File: config.mk
export PLATFORM = sky130hd
export DESIGN_NAME = fetch_unit
export DESIGN_NICKNAME = d
export VERILOG_FILES = /design/src/rtl/fetch_unit.sv
export SDC_FILE = /design/constraint.sdc
export NUM_CORES = 1
export LEC_CHECK = 0
export BUFFER_PORTS_ARGS = -buffer_cell sky130_fd_sc_hd__clkbuf_2
export CAP_MARGIN = 20
export CORE_UTILIZATION = 35
export CTS_BUF_LIST = sky130_fd_sc_hd__clkbuf_4 sky130_fd_sc_hd__clkbuf_8
export DETAILED_ROUTE_END_ITERATION = 8
export PLACE_DENSITY = 0.61
export RECOVER_POWER = 25
export SYNTH_ARGS = -nofsm -noshare
export SYNTH_HDL_FRONTEND = slang
export SYNTH_SLANG_ARGS = --single-unit
File: constraint.sdc
create_clock -name i_clk -period 2.04 [get_ports i_clk]
set_input_delay 0.102 -clock i_clk [delete_from_list [all_inputs] [get_ports i_clk]]
set_output_delay 0.102 -clock i_clk [all_outputs]
set_load 0.005 [all_outputs]
File: src/rtl/fetch_unit.sv
// fetch_unit: instruction-fetch stage with an IF/ID pipeline register.
// Two states: RUN fetches sequentially from the ROM window [0, PC_LIMIT).
// HALT parks the PC and feeds bubbles until a redirect back into the window.
module fetch_unit #(
    parameter logic [15:0] RESET_PC = 16'h0000,
    parameter logic [15:0] PC_LIMIT = 16'd32
) (
    input  logic        i_clk,
    input  logic        i_reset,
    input  logic        i_stall,
    input  logic        i_flush,
    input  logic        i_branch_taken,
    input  logic [15:0] i_branch_target,
    input  logic        i_jump,
    input  logic [15:0] i_jump_target,
    output logic [15:0] o_pc_out,
    input  logic [15:0] i_instr_in,
    output logic [15:0] o_if_id_instr,
    output logic [15:0] o_if_id_pc_plus2,
    output logic        o_if_id_valid,
    output logic        o_halted,
    output logic [15:0] o_fetch_count
);

    typedef enum logic {S_RUN, S_HALT} state_t;

    state_t      r_state;
    logic [15:0] r_pc;
    logic [15:0] r_instr;
    logic [15:0] r_pc_plus2;
    logic        r_valid;
    logic        r_halted;
    logic [15:0] r_count;

    logic        w_redirect;
    logic [15:0] w_target;
    logic [15:0] w_pc_next;

    // Jump wins over branch; targets are halfword aligned by dropping bit 0.
    always_comb begin
        w_redirect = i_jump | i_branch_taken;
        w_target   = i_jump ? {i_jump_target[15:1], 1'b0}
                            : {i_branch_target[15:1], 1'b0};
        w_pc_next  = r_pc + 16'd2;
    end

    // Fetch FSM: PC, IF/ID register, halt flag and delivered-instruction count.
    always_ff @(posedge i_clk or posedge i_reset) begin
        if (i_reset) begin
            r_pc       <= RESET_PC;
            r_instr    <= 16'h0000;
            r_pc_plus2 <= 16'h0000;
            r_valid    <= 1'b0;
            r_count    <= 16'h0000;
            r_state    <= (RESET_PC >= PC_LIMIT) ? S_HALT : S_RUN;
            r_halted   <= (RESET_PC >= PC_LIMIT);
        end else if (w_redirect) begin
            // Redirect overrides stall and HALT; the target decides the next state.
            r_pc       <= w_target;
            r_instr    <= 16'h0000;
            r_pc_plus2 <= 16'h0000;
            r_valid    <= 1'b0;
            r_state    <= (w_target >= PC_LIMIT) ? S_HALT : S_RUN;
            r_halted   <= (w_target >= PC_LIMIT);
        end else if (r_state == S_HALT) begin
            // Parked: PC holds, decode sees bubbles; stall/flush are irrelevant.
            r_instr    <= 16'h0000;
            r_pc_plus2 <= 16'h0000;
            r_valid    <= 1'b0;
        end else if (i_stall) begin
            // Hold everything, except a flush still kills the IF/ID entry.
            if (i_flush) begin
                r_instr    <= 16'h0000;
                r_pc_plus2 <= 16'h0000;
                r_valid    <= 1'b0;
            end
        end else begin
            r_pc <= w_pc_next;
            if (i_flush) begin
                r_instr    <= 16'h0000;
                r_pc_plus2 <= 16'h0000;
                r_valid    <= 1'b0;
            end else begin
                r_instr    <= i_instr_in;
                r_pc_plus2 <= w_pc_next;
                r_valid    <= 1'b1;
                if (r_count != 16'hFFFF)
                    r_count <= r_count + 16'd1;
            end
            // Leaving the ROM window: the current word is still delivered.
            if (w_pc_next >= PC_LIMIT) begin
                r_state  <= S_HALT;
                r_halted <= 1'b1;
            end
        end
    end

    assign o_pc_out         = r_pc;
    assign o_if_id_instr    = r_instr;
    assign o_if_id_pc_plus2 = r_pc_plus2;
    assign o_if_id_valid    = r_valid;
    assign o_halted         = r_halted;
    assign o_fetch_count    = r_count;

endmodule

[Yosys cells after proc, flatten, opt, wreduce, memory -nomap -nowiden]
Cells that the tools add are included.
Word-level totals
  memories kept: 0
  RAM bits: 0
  memory bits (read-only): 0
  output and inout bits: 66
  bits in latches: 0
  logic and storage cells: 51
  bits in registers: 67
Cells by class
  equal/unequal tests: 4
  reductions and logical operators: 4
  div/mod/pow operators: 0
  shifts and indexed selects: 0
  add/sub/neg operators: 2
  order comparisons: 2
  bitwise operators: 5
  mux-type cells: 27
  multipliers: 0
Operators with widths (number)
  $mux W16: 13
  $ge A16 B6 Y1 const B: 2
  $add A16 B1 Y16 const B: 1
  $add A16 B2 Y16 const B: 1
  $ne A16 B16 Y1 const B: 1
  $mux W1: 14
  $reduce_and A5 Y1: 1
  $ne A2 B1 Y1 const B: 2
  $ne A4 B1 Y1 const B: 1
  $not A1 Y1: 4
  $reduce_and A3 Y1: 1
  $reduce_and A2 Y1: 1
  $reduce_bool A2 Y1: 1
  $or A1 B1 Y1: 1

[Depth between registers and ports, before layout]
  depth after elaboration: 6
  depth in mapped cells: 7
  depth with buffers taken out: 6

[Least setup slack after synthesis]
Ideal clock, no wire load.
  path kind: register to register
  start: reg r_pc[1] (netlist: o_pc_out[1])
  end: reg r_halted (netlist: o_halted)
  required time: 1.894 ns
  clock period less this slack: 1.921 ns
  stages on the path, launching flop included: 7
  arrival: 1.775 ns
  buffers on the path: 0
  path slack: 0.119 ns
  setup time: 0.146 ns
  cells stage by stage: dfrtp_1 -> ha_1 -> nand4_1 -> nor2_2 -> mux2_2 -> o31ai_1 -> a41oi_1
On the way
  word-level cells in the longest chain between the ends: 4
Ends and longest elaborated chain
  start: declaration: RTL line 28  | logic [15:0] r_pc;
  start signal: assignment: RTL line 59  | r_pc <= w_target;
  start signal: assignment: RTL line 78  | r_pc <= w_pc_next;
  $add A16 B2 Y16: RTL line 44  | w_pc_next = r_pc + 16'd2;
  $ge A16 B6 Y1: RTL line 91  | if (w_pc_next >= PC_LIMIT) begin
  $reduce_bool A2 Y1 (no line)
  $reduce_and A3 Y1 (no line)
  end signal: assignment: RTL line 56  | r_halted <= (RESET_PC >= PC_LIMIT);
  end signal: assignment: RTL line 64  | r_halted <= (w_target >= PC_LIMIT);
  end: declaration: RTL line 32  | logic r_halted;
Every way passes these cells.
A chain may end at the register's enable or synchronous reset.

[Worst setup path in the final report]
  start: reg r_count[8] (netlist: o_fetch_count[8])
  end: reg r_count[1] (netlist: o_fetch_count[1])
On the way
  word-level cells in the longest chain between the ends: 2
Ends and longest elaborated chain
  start: declaration: RTL line 33  | logic [15:0] r_count;
  start signal: assignment: RTL line 88  | r_count <= r_count + 16'd1;
  $ne A16 B16 Y1: RTL line 87  | if (r_count != 16'hFFFF)
  $reduce_and A5 Y1 (no line)
Every way passes these cells.

==> PnR_summary.wiki <==
{| class="wikitable"
! Metric !! Value
|-
| Combined area of all synthesized cells || 3598 sq um
|-
| Clock latency reported for the late side of the worst-skew pair || 0.34 ns
|-
| # Max-Cap Violations || 0
|-
| Dpl cells || approximately 620
|-
| Total clock sinks || 66
|-
| Ordered cell list for the critical path || and4_1 > and4_1 > a41oi_2 > mux2_2
|-
| Proportion of layout cells with a drive suffix above 1 || between 30 and 40%
|-
| Count of standard-cell rows || 36
|-
| Number of global-route vias before repair || 2993
|-
| Clock Skew || 0.006022 ns
|-
| Kind of end point of the critical path || flop
|-
| Data arrival time of the worst path || 2.11 ns
|-
| Total congestion overflow after global routing || 0
|-
| Overall via count from detail_route || 3214
|-
| Power per standard cell area || 588.0 nW/um^2
|-
| Combined buffer and inverter count along the critical path || 0
|-
| Hold crit path type || input port to flop
|-
| Peak VDD IR || around 0.25 mV
|-
| Boundary pin count || 120
|-
| Wire length of the first global-routing pass || 14720 um
|-
| Number of iterations in the first detailed-routing pass || 4
|-
| Max-slew headroom at the worst pin || 37.72%
|-
| Worst Setup Slack post-DPL || 0.1311 ns
|-
| Minimum clock period || ~1.9 ns
|-
| Critical Path Most Common Cell || sky130_fd_sc_hd__and4_1
|-
| Maximum number of pins on one net before global-route repair || 39
|-
| Final HPWL from detailed placement || 6993 um
|-
| Clock-pin slew on the worst setup and hold paths || 0.07 ns
|-
| Initial antenna violation count || 0
|-
| Synth Flop Type || sky130_fd_sc_hd__dfrtp_1
|-
| Final sum of negative setup slack || 0 ns
|-
| Commonest non-fill, non-tap cell in the layout || sky130_fd_sc_hd__clkbuf_2
|-
| Root Driver || sky130_fd_sc_hd__clkbuf_8
|-
| Post-layout instance count excluding filler cells || 652
|-
| Final hold vios || 0
|-
| Critical Path Start Type || flop
|-
| Number of enable flip-flop cells after synthesis || 0
|-
| Setup repair after global routing missed its margin || false
|-
| Final setup violation count || 0
|-
| Flip-flop and latch count after synthesis || 66
|-
| Largest stage delay on the critical path || 0.44 ns
|-
| Initial core utilization || 36.48%
|-
| Critical Setup Path Class || flop to flop
|-
| Maximum level of the CTS H-tree || 3
|-
| Diode insertion count for antenna repair || 0
|-
| Area delta synth->final || 30.29%
|-
| Post-route DRC violation count || 0
|-
| TritonCTS clock tree || built
|-
| CTS buffer count || 9
|-
| Sequential cell area fraction in the yosys report || 45.90%
|-
| Buffers from clock root to sink, at most || 2
|-
| Synthesized Nets || 432
|-
| Placer congestion estimate || 0.8937
|-
| Fillers || 960
|-
| Max FO, Critical Path || 7
|-
| Net count, final || between 500 and 600
|-
| Chip Height || 103.4 um
|-
| Port Buffers || 116
|-
| First DRT Iteration DRCs || 129
|-
| Wire length per cell after detailed routing || 14.28 um
|-
| Run status || finished, final reports clean
|-
| Count of buffers added by post-CTS timing repair for setup || 0
|-
| Chip Width || a little over 100 um
|-
| Total number of yosys warnings || 0
|-
| Data required time at the worst endpoint || 2.27 ns
|-
| Routed Wire Length || 9312 um
|-
| Final Max Tran Viols || 0
|-
| Core Area || 9864 sq um
|-
| Most frequent cells in the layout || sky130_fd_sc_hd__clkbuf_2, sky130_fd_sc_hd__dfrtp_1, sky130_fd_sc_hd__nand2_1, sky130_fd_sc_hd__nor2_1
|-
| Slew of the pin with the lowest slew margin || 0.9342 ns
|-
| Overall Global Routing Usage || 17.92%
|-
| Slack of the worst reg-to-reg path || 0.16 ns
|-
| Largest delay contributor family on the critical path || simple AND/OR/NAND/NOR gates
|-
| PnR worst setup slack || ~0.16 ns
|-
| Slowest stage cell on the critical path || sky130_fd_sc_hd__dfrtp_1
|-
| Final period utilization || approximately 90%
|-
| Share of synthesized flip-flops with an asynchronous set or reset || 100.0%
|-
| Die Outline Area || 10690 sq um
|-
| Count of nets left with antenna violations after detail routing || 0
|-
| Average cell area after synthesis || 9.570 sq um
|-
| Utilization after layout || 47.53%
|-
| Synth Instances || 376
|-
| Vias per Instance || 4.929
|-
| Post-synthesis cell type count || between 50 and 60
|-
| Maximum frequency from static timing analysis || 531.8 MHz
|-
| LEAKAGE || about 2.3 nW
|}
layer usage:
layer	share of wire [%]	track usage [%]	wire (um)
met5	0	0	0
met4	0.75	4.659	70
met3	5.0	4.301	466
met2	45	27.41	4162
met1	50	25.36	4612
worst reg2reg max path, stage by stage, from the launching register on:
cell	delay (ns)
sky130_fd_sc_hd__dfrtp_1	0.44
sky130_fd_sc_hd__and4_1	0.27
sky130_fd_sc_hd__and4_1	0.27
sky130_fd_sc_hd__a41oi_2	0.41
sky130_fd_sc_hd__mux2_2	0.38
power breakdown:
group	switching [mW]	total (mW)	internal, mW
sequential	0.0472	1.38	1.34
clock	0.488	0.958	0.470
combinational	0.224	0.414	0.190
total	0.760	2.76	2.00
final cells by class:
type | count | area, sq um | share of cell area, %
clock buffer | 11 | 145.1 | 3.096
sequential | 66 | 1652 | 35.23
clock inverter | 3 | 17.52 | 0.3736
tap | 133 | 166.4 | 3.550
timing repair buffer | 151 | 873.3 | 18.63
multi-input combinational | 282 | 1812 | 38.64
inverter | 6 | 22.52 | 0.4804
logic make-up after synthesis:
group                      after synthesis  share of synthesized area [%]
AOI/OAI and AO/OA                       57                          10.22
and+or+nand+nor                        157                          22.15
other                                    1                         0.1042
adders and majority gates                2                         0.6953
buffers and inverters                   28                          4.103
muxes                                   26                          7.336
xor gates and xnor gates                39                          9.492
DFF                                     66                          45.90
Yosys cell counts, drive strengths merged, types with 4 or more instances:
master,n,area (sq um)
a211oi,4,35.03
a21oi,19,95.09
a31oi,4,25.02
and3,5,31.28
and4,4,35.03
buf,10,80.07
clkbuf,12,45.04
dfrtp,66,1652
inv,5,18.77
mux2i,23,230.2
nand2,45,168.9
nand3,16,85.08
nand4,10,62.56
nor2,45,181.4
nor3,11,65.06
nor4,9,81.33
o21ai,12,60.06
o22ai,4,25.02
xnor2,16,140.1
xor2,23,201.4
path summary, 6_finish.rpt:
path	startpoint	to	depth (start not counted)
max	o_fetch_count[8]	o_fetch_count[1]	4
min	i_instr_in[11]	o_if_id_instr[11]	3
max reg2reg	o_fetch_count[8]	o_fetch_count[1]	4
min reg2reg	o_if_id_valid	o_if_id_valid	1
max in group asynchronous	i_reset	o_pc_out[8]	4
min in group asynchronous	i_reset	o_if_id_instr[4]	4
through the flow:
step / power, mW / hold WS, ns / instance area [sq um]
floorplan: 1.628 / 0.2230 / 3598
global placement: 1.794 / 0.1769 / 4378
detailed placement: 1.800 / 0.1828 / 4378
CTS: 2.785 / 0.00001654 / 4671
global route: 2.915 / 0.009489 / 4688
finish: 2.757 / 0.009435 / 4688
repair_timing:
action                                 in CTS  in global routing
setup endpoints to repair                   0                  3
hold buffers                               13                  1
endpoints found under the hold margin      78                  1
gates resized for setup                     0                  2
registers in the layout, indices dropped and copies added, names as in the netlist:
register	count
o_if_id_valid	1
o_if_id_pc_plus2	16
r_state	1
o_pc_out	15
o_halted	1
o_if_id_instr	16
o_fetch_count	16
Note: power is estimated with default switching activity, not from simulation.
